`src/rtl/param_divider.sv`:
```
// param_divider: sequential unsigned divider, DW-bit dividend by VW-bit
// divisor, producing a QW = DW-VW bit quotient and a VW-bit remainder.
// One quotient bit per cycle, restoring or non-restoring selected per request.
//
// Ports:
//   clk        rising-edge clock
//   rst        asynchronous active-low reset
//   start      request (sampled in IDLE only) with mode/dividend/divisor
//   mode       0 = restoring, 1 = non-restoring
//   dividend   DW-bit unsigned dividend
//   divisor    VW-bit unsigned divisor
//   gotResult  consumer acknowledge, releases DONE
//   busy       high in LOAD, CALC, FIX
//   done       high in DONE
//   Q, R       quotient / remainder (held until next LOAD / FIX)
//   divByZero  divisor was zero
//   ov         quotient would not fit in QW bits
module param_divider #(
  parameter int DW = 16,
  parameter int VW = 8
) (
  input  logic             clk,
  input  logic             rst,
  input  logic             start,
  input  logic             mode,
  input  logic [DW-1:0]    dividend,
  input  logic [VW-1:0]    divisor,
  input  logic             gotResult,
  output logic             busy,
  output logic             done,
  output logic [DW-VW-1:0] Q,
  output logic [VW-1:0]    R,
  output logic             divByZero,
  output logic             ov
);
  localparam int QW = DW - VW;
  localparam int CW = $clog2(QW + 1);

  typedef enum logic [2:0] {IDLE, LOAD, CALC, FIX, DONE} state_t;
  state_t state, nstate;

  logic [DW-1:0] dvd_r;
  logic [VW-1:0] dvs_r;
  logic          mode_r;
  logic [VW:0]   a;      // partial remainder, two's complement
  logic [QW-1:0] q;      // quotient shift register, drives Q directly
  logic [CW-1:0] cnt;

  logic          err;
  logic [VW:0]   dvs_x, a_sh, a_sub, a_add, a_nxt;
  logic          qbit;

  // Quotient overflows whenever the upper dividend half is not below divisor.
  assign err = (dvs_r == '0) || (dvd_r[DW-1:QW] >= dvs_r);

  // One iteration. The shifted value may exceed the VW+1 signed range, but
  // the add/sub result always lies in [-d, d) so modular arithmetic is exact.
  always_comb begin
    dvs_x = {1'b0, dvs_r};
    a_sh  = {a[VW-1:0], q[QW-1]};
    a_sub = a_sh - dvs_x;
    a_add = a_sh + dvs_x;
    if (mode_r) begin
      a_nxt = a[VW] ? a_add : a_sub;
      qbit  = ~a_nxt[VW];
    end else begin
      a_nxt = a_sub[VW] ? a_sh : a_sub;
      qbit  = ~a_sub[VW];
    end
  end

  always_comb begin
    nstate = state;
    case (state)
      IDLE: if (start) nstate = LOAD;
      LOAD: nstate = err ? DONE : CALC;
      CALC: if (cnt == CW'(QW - 1)) nstate = FIX;
      FIX:  nstate = DONE;
      DONE: if (gotResult) nstate = IDLE;
      default: nstate = IDLE;
    endcase
  end

  always_ff @(posedge clk or negedge rst) begin
    if (!rst) state <= IDLE;
    else      state <= nstate;
  end

  always_ff @(posedge clk or negedge rst) begin
    if (!rst) begin
      dvd_r     <= '0;
      dvs_r     <= '0;
      mode_r    <= 1'b0;
      a         <= '0;
      q         <= '0;
      R         <= '0;
      cnt       <= '0;
      divByZero <= 1'b0;
      ov        <= 1'b0;
    end else begin
      case (state)
        IDLE: if (start) begin
          dvd_r  <= dividend;
          dvs_r  <= divisor;
          mode_r <= mode;
        end
        LOAD: begin
          divByZero <= 1'b0;
          ov        <= 1'b0;
          cnt       <= '0;
          if (err) begin
            divByZero <= (dvs_r == '0);
            ov        <= (dvs_r != '0);
            q         <= '1;
            R         <= '0;
          end else begin
            a <= {1'b0, dvd_r[DW-1:QW]};
            q <= dvd_r[QW-1:0];
          end
        end
        CALC: begin
          a   <= a_nxt;
          q   <= {q[QW-2:0], qbit};
          cnt <= cnt + 1'b1;
        end
        // Only the low VW bits are kept, so a VW-bit correction add suffices.
        FIX: R <= (mode_r && a[VW]) ? (a[VW-1:0] + dvs_r) : a[VW-1:0];
        default: ;
      endcase
    end
  end

  assign Q    = q;
  assign busy = (state == LOAD) || (state == CALC) || (state == FIX);
  assign done = (state == DONE);

endmodule

```
`config.mk`:
```
export PLATFORM = sky130hd
export DESIGN_NAME = param_divider
export DESIGN_NICKNAME = d
export VERILOG_FILES = /design/src/rtl/param_divider.sv
export SDC_FILE = /design/constraint.sdc
export NUM_CORES = 1
export LEC_CHECK = 0
export BUFFER_PORTS_ARGS = -buffer_cell sky130_fd_sc_hd__buf_2
export CAP_MARGIN = 30
export CORE_ASPECT_RATIO = 0.6
export CORE_MARGIN = 2
export CORE_UTILIZATION = 53
export DETAILED_ROUTE_END_ITERATION = 10
export PLACE_DENSITY = 0.86
export SKIP_CTS_REPAIR_TIMING = 1
export SYNTH_ARGS = -nofsm -noshare
export SYNTH_HDL_FRONTEND = slang
export SYNTH_SLANG_ARGS = --single-unit
```
`constraint.sdc`:
```
create_clock -name clk -period 3.7 [get_ports clk]
set_clock_uncertainty 0.2 [all_clocks]
set_input_delay 0.37 -clock clk [delete_from_list [all_inputs] [get_ports clk]]
set_output_delay 0.37 -clock clk [all_outputs]
set_load 0.1 [all_outputs]
```
# [After elaboration in Yosys (flattened, before gate mapping)]
# Index checks and enable logic that the tools add are counted.
[word_totals] reg_bits=59 in_bits=29 word_cells=59 out_inout_bits=20
[op_classes] addsub=4 n_eq_ne=10 n_lt_le_gt_ge=1 n_mux=19 bitwise_logic=2 reduce_logical=13
[ops] cell="$mux 9" count=4
[ops] cell="$pmux 8 s2" count=2
[ops] cell="$mux 8" count=3
[ops] cell="$pmux 9 s2" count=1
[ops] cell="$pmux 3 s5" count=1
[ops] cell="$mux 3" count=4
[ops] cell="$ne 2x2->1 const B" count=5
[ops] cell="$add 9x8->9" count=1
[ops] cell="$sub 9x8->9" count=1
[ops] cell="$add 8x8->8" count=1
[ops] cell="$ge 8x8->1" count=1
[ops] cell="$logic_not 8->1" count=1
[ops] cell="$pmux 4 s2" count=1
[ops] cell="$reduce_bool 8->1" count=1
[ops] cell="$eq 3x2->1 const B" count=2
[ops] cell="$reduce_and 2->1" count=3
[ops] cell="$add 4x1->4 const B" count=1
[ops] cell="$eq 4x3->1 const B" count=1
[ops] cell="$reduce_bool 2->1" count=2
[ops] cell="$eq 3x1->1 const B" count=1
[ops] cell="$eq 3x3->1 const B" count=1
[ops] cell="$logic_not 3->1" count=1
[ops] cell="$logic_or 1x1->1" count=3
[ops] cell="$mux 1" count=3
[ops] cell="3 further kinds" count=4

# [Depth between registers and ports, before layout]
[logic_depth] ltp_word=5 depth_mapped=16 mapped_depth_nobuf=16

# [Worst setup path after synthesis]
# Ideal clock, no wire load.
[synth_timing] path_type="register to register" start="register q[7], in the netlist Q[7]" end="register a[6]" path_buffers=1 stages_incl_launch_ff=17 setup_slack_ns=-0.396 period_less_slack_ns=4.096 setup_time_ns=0.126 required_time_ns=3.374 arrival_ns=3.770 path_cell_list="dfrtp_1 inv_1 ha_1 inv_1 fa_1 a211oi_1 o21bai_1 a21oi_1 o21bai_1 a21o_1 ha_1 clkbuf_1 and3_1 a221oi_1 a31oi_1 a31o_2 a221o_1"
[synth_between] elab_chain_len=4 elab_cells_between_ends=6 classes_between="add/sub (2); mux (4)"
[synth_rtl] item="start: declaration" line_no="46" source="logic [QW-1:0] q;"
[synth_rtl] item="start signal: assignment" line_no="118" source="q <= dvd_r[QW-1:0];"
[synth_rtl] item="start signal: assignment" line_no="123" source="q <= {q[QW-2:0], qbit};"
[synth_rtl] item="$sub 9x8->9 or $add 9x8->9 (tied branches)" line_no="61, 62"
[synth_rtl] item="$mux 9 (on tied branches)" line_no="67, 64"
[synth_rtl] item="$mux 9 *" line_no="63" source="if (mode_r) begin"
[synth_rtl] item="$pmux 9 s2 *" line_no="101" source="case (state)"
[synth_rtl] item="end signal: assignment" line_no="117" source="a <= {1'b0, dvd_r[DW-1:QW]};"
[synth_rtl] item="end signal: assignment" line_no="122" source="a <= a_nxt;"
[synth_rtl] item="end: declaration" line_no="45" source="logic [VW:0] a;"
# Mark *: on every way between the ends. The rest lies on a longest branch, timed or not.
# A chain may end at the register's enable or synchronous reset.

# [Final worst setup path]
[layout_timing] start="register q[7], in the netlist Q[7]" end="register a[3]"
# The elaborated chain is that of the path after synthesis.

==> load_flow_metrics.sql <==
INSERT INTO impl_metrics (metric_group, metric, value, unit) VALUES
('worst_hold_path', 'worst_min_delay_path_category', 'input pin to flop', ''),
('cells_and_area', 'final_net_count', '547', ''),
('cells_and_area', 'layout-area-overhead-vs-synth', '21.40', '%'),
('cells_and_area', 'layout-drive-gt1-share', '24.64', '%'),
('floorplanning', 'initial_core_util', '54.27', '%'),
('drt', 'drt_wl_total', '11.27', 'mm'),
('clock_tree', 'cts_tree', 'done', ''),
('critical_path', 'cp.arrival', '3610', 'ps'),
('sta', 'report.final.hold_viol_count', '0', ''),
('cells_and_area', 'antenna-diode-count', '0', ''),
('yosys', 'fraction_of_registers_with_async_set_reset', '100.0', '%'),
('drt', 'route.antenna.remaining_nets', '0', ''),
('sta', 'relSlewSlack', '27.51', '%'),
('grt', 'largest_net_degree_at_the_start_of_global_routing', '35', ''),
('yosys', 'netlist.top_cell.by_area', 'sky130_fd_sc_hd__dfrtp_1', ''),
('clock_tree', 'clock-sinks', '59', ''),
('grt', 'grt_remaining_overflow', '0', ''),
('drt', 'avgViaCountPerCell', '6.194', ''),
('yosys', 'syn_area_per_cell', '9.290', 'sq um'),
('floorplanning', 'boundaryPins', '49', ''),
('clock_tree', 'ctsRootBufferMaster', 'sky130_fd_sc_hd__clkbuf_16', ''),
('grt', 'global_route.usage.total', '29.57', '%'),
('drt', 'drt_first_pass_iters', '4', ''),
('floorplanning', 'die-height', '70.54', 'um'),
('placement', 'place.port_buffers', '48', ''),
('critical_path', 'critPathSlowestCell', 'sky130_fd_sc_hd__dfrtp_4', ''),
('clock_tree', 'cts.htree.levels', '3', ''),
('grt', 'grt_first_pass_wirelength', '18.13', 'mm'),
('drt', 'detailroute.via_count', '3580', ''),
('clock_tree', 'worst_skew_pair.late_latency', '340', 'ps'),
('sta', 'timing.hold.ws', '36.86', 'ps'),
('yosys', 'yosys_warnings', '0', ''),
('yosys', 'syn_area', '3911', 'sq um'),
('grt', 'antenna_violations_before_repair', '0', ''),
('sta', 'tightest_slew', '1060', 'ps'),
('sta', 'drv_slew', '0', ''),
('clock_tree', 'clock_path_buffers', '2', ''),
('drt', 'first_iter_violations', '271', ''),
('sta', 'timing.fmax', '276.7', 'MHz'),
('yosys', 'yosysUniqueCellTypes', '63', ''),
('yosys', 'synth_top_flop_cell', 'sky130_fd_sc_hd__dfrtp_1', ''),
('drt', 'drcViolationCount', '0', ''),
('cells_and_area', 'finalCoreUtilization', '65.89', '%'),
('critical_path', 'cp_data_required_time', '3700', 'ps'),
('yosys', 'postSynthCellCount', '421', ''),
('cells_and_area', 'design_area', '4748', 'sq um'),
('yosys', 'synth_enable_flop_cells', '0', ''),
('critical_path', 'cp_slowest_stage_delay', '500', 'ps'),
('yosys', 'synth.ff_latch_count', '59', ''),
('yosys', 'post_synthesis_net_count', '486', ''),
('clock_tree', 'cts-buffers-inserted', '9', ''),
('critical_path', 'end_kind', 'flop', ''),
('run_status', 'run_status', 'completed', ''),
('critical_path', 'timing.critical_path.cells', 'inv_1 -> ha_1 -> inv_1 -> fa_2 -> a211oi_4 -> o21bai_2 -> a21oi_1 -> o21bai_1 -> a21o_1 -> ha_4 -> a21boi_1 -> o221ai_1 -> a221o_1 -> o21ai_0 -> o21ai_1', ''),
('sta', 'period_needed', '3614', 'ps'),
('drt', 'wl_per_cell', '19.49', 'um'),
('critical_path', 'timing.critical_path.mode_cell', 'sky130_fd_sc_hd__inv_1', ''),
('critical_path', 'cp-start-kind', 'flop', ''),
('grt', 'vias_in_the_first_global_route', '3471', ''),
('floorplanning', 'floorplan.die_area', '8105', 'sq um'),
('placement', 'global_placement_routability_congestion', '0.9901', ''),
('sta', 'layout_worst_path_cycle_share', '97.69', '%'),
('job', 'number_of_max_capacitance_violations_reported', '0', ''),
('clock_tree', 'clock_transition_at_the_register_clock_pins_on_the_worst_setup_and_hold_paths_after_cts', '50', 'ps'),
('floorplanning', 'design.core.area', '7207', 'sq um'),
('critical_path', 'critical_path_class', 'flop to flop', ''),
('critical_path', 'crit_path_max_fanout', '5', ''),
('yosys', 'yosys.area.top_type_share', '37.75', '%'),
('placement', 'hpwl_after_detailed_placement', '8.485', 'mm'),
('yosys', 'synth.top_cells.by_area', 'sky130_fd_sc_hd__dfrtp_1 (38%), sky130_fd_sc_hd__ha_1 (11%), sky130_fd_sc_hd__o21ai_0 (5.4%)', ''),
('cells_and_area', 'fillerInstances', '585', ''),
('floorplanning', 'die_x_extent', '114.9', 'um'),
('placement', 'dpl-instance-area', '4327', 'sq um'),
('sta', 'setup_viol', '0', ''),
('floorplanning', 'row_count', '24', ''),
('yosys', 'synth_sequential_area_ratio', '37.75', '%');
## stage by stage
stage          setup TNS [ps]  instances  setup slack [ps]
3_3_place_gp                0        556             128.7
2_1_floorplan               0        421             10.49
4_1_cts                -29.12        573            -29.12
5_1_grt                -119.9        578            -67.16
6_report                    0        578             85.51
3_5_place_dp                0        557             21.88
## cells in the mapped netlist (5+ instances only)
master / instances
sky130_fd_sc_hd__dfrtp_1: 59
sky130_fd_sc_hd__nand2_1: 44
sky130_fd_sc_hd__o21ai_0: 42
sky130_fd_sc_hd__ha_1: 33
sky130_fd_sc_hd__inv_1: 29
sky130_fd_sc_hd__a21oi_1: 23
sky130_fd_sc_hd__nor2_1: 23
sky130_fd_sc_hd__mux2_2: 18
sky130_fd_sc_hd__nor3_1: 11
sky130_fd_sc_hd__clkbuf_1: 10
sky130_fd_sc_hd__o22ai_1: 9
sky130_fd_sc_hd__a21o_1: 7
sky130_fd_sc_hd__and3_1: 7
sky130_fd_sc_hd__buf_2: 7
sky130_fd_sc_hd__a211oi_1: 6
sky130_fd_sc_hd__nand3_1: 6
sky130_fd_sc_hd__a22o_1: 5
sky130_fd_sc_hd__mux2i_1: 5
sky130_fd_sc_hd__xor2_1: 5
## cells by family after synthesis
| kind of cell | synth area share [%] |
|---|---|
| flip-flops | 37.75 |
| multiplexers | 6.462 |
| AND/OR/NAND/NOR | 14.81 |
| AO/OA/AOI/OAI | 22.20 |
| XOR/XNOR | 1.568 |
| adder cells (fa/ha/maj) | 12.09 |
| buffers and inverters | 5.118 |
## cell type report
class	count	area [sq um]	share of cell area [%]
tap	91	113.9	2.398
inverter	29	108.9	2.292
clock buffer	13	280.3	5.903
multi-input combinational	314	2281	48.04
clock inverter	3	67.56	1.423
sequential	59	1480	31.17
timing repair buffer	69	416.7	8.775
## final timing paths
path | from | slack, ps | cells past startpoint | endpoint
min | divisor[2] | 40 | 3 | dvs_r[2]$_DFFE_PN0P_
min reg2reg | R[6]$_DFFE_PN0P_ | 280 | 2 | R[6]$_DFFE_PN0P_
min in group asynchronous | rst | 310 | 2 | cnt[0]$_DFFE_PN0P_
max in group asynchronous | rst | 2230 | 4 | dvd_r[8]$_DFFE_PN0P_
max | Q[7]$_DFFE_PN0P_ | 90 | 15 | a[3]$_DFFE_PN0P_
max reg2reg | Q[7]$_DFFE_PN0P_ | 90 | 15 | a[3]$_DFFE_PN0P_
## worst max-delay path: cells and delay by family (launching register included)
| family | cells | cell delay, ps |
|---|---|---|
| DFF | 1 | 500 |
| adders and majority gates | 3 | 800 |
| AOI/OAI and AO/OA | 10 | 1830 |
| buffers and inverters | 2 | 140 |
## routing by layer
metal  share of wire, %  track usage, %  vias up
met5                  0               0        -
met4               0.87           8.300        0
met3                 12           11.14       11
met2                 41           40.39      178
met1                 46           43.82     1732
li1                   -               -     1659
## cell usage in the layout (no fill, tap or decap), drive strengths merged, types with 6 or more instances in the layout
| cell type | synthesis | final |
|---|---|---|
| a21oi | 24 | 24 |
| nand2 | 44 | 44 |
| ha | 33 | 33 |
| a211oi | 8 | 8 |
| mux2 | 18 | 18 |
| clkbuf | 10 | 13 |
| o22ai | 9 | 9 |
| a21o | 7 | 7 |
| and3 | 7 | 7 |
| o21ai | 43 | 43 |
| nor3 | 11 | 11 |
| dfrtp | 59 | 59 |
| inv | 29 | 29 |
| buf | 9 | 68 |
| nor2 | 24 | 24 |
| nand3 | 6 | 6 |
## sequential cells by signal (all words and copies together), names as in the netlist
register and flops:
Q 8, dvs_r 8, R 8, a 9, cnt 4, ov 1, state 3, mode_r 1
dvd_r 16, divByZero 1
Power is not shown: default switching activity piles up to over one toggle a cycle in this logic, so the estimate is an artifact.
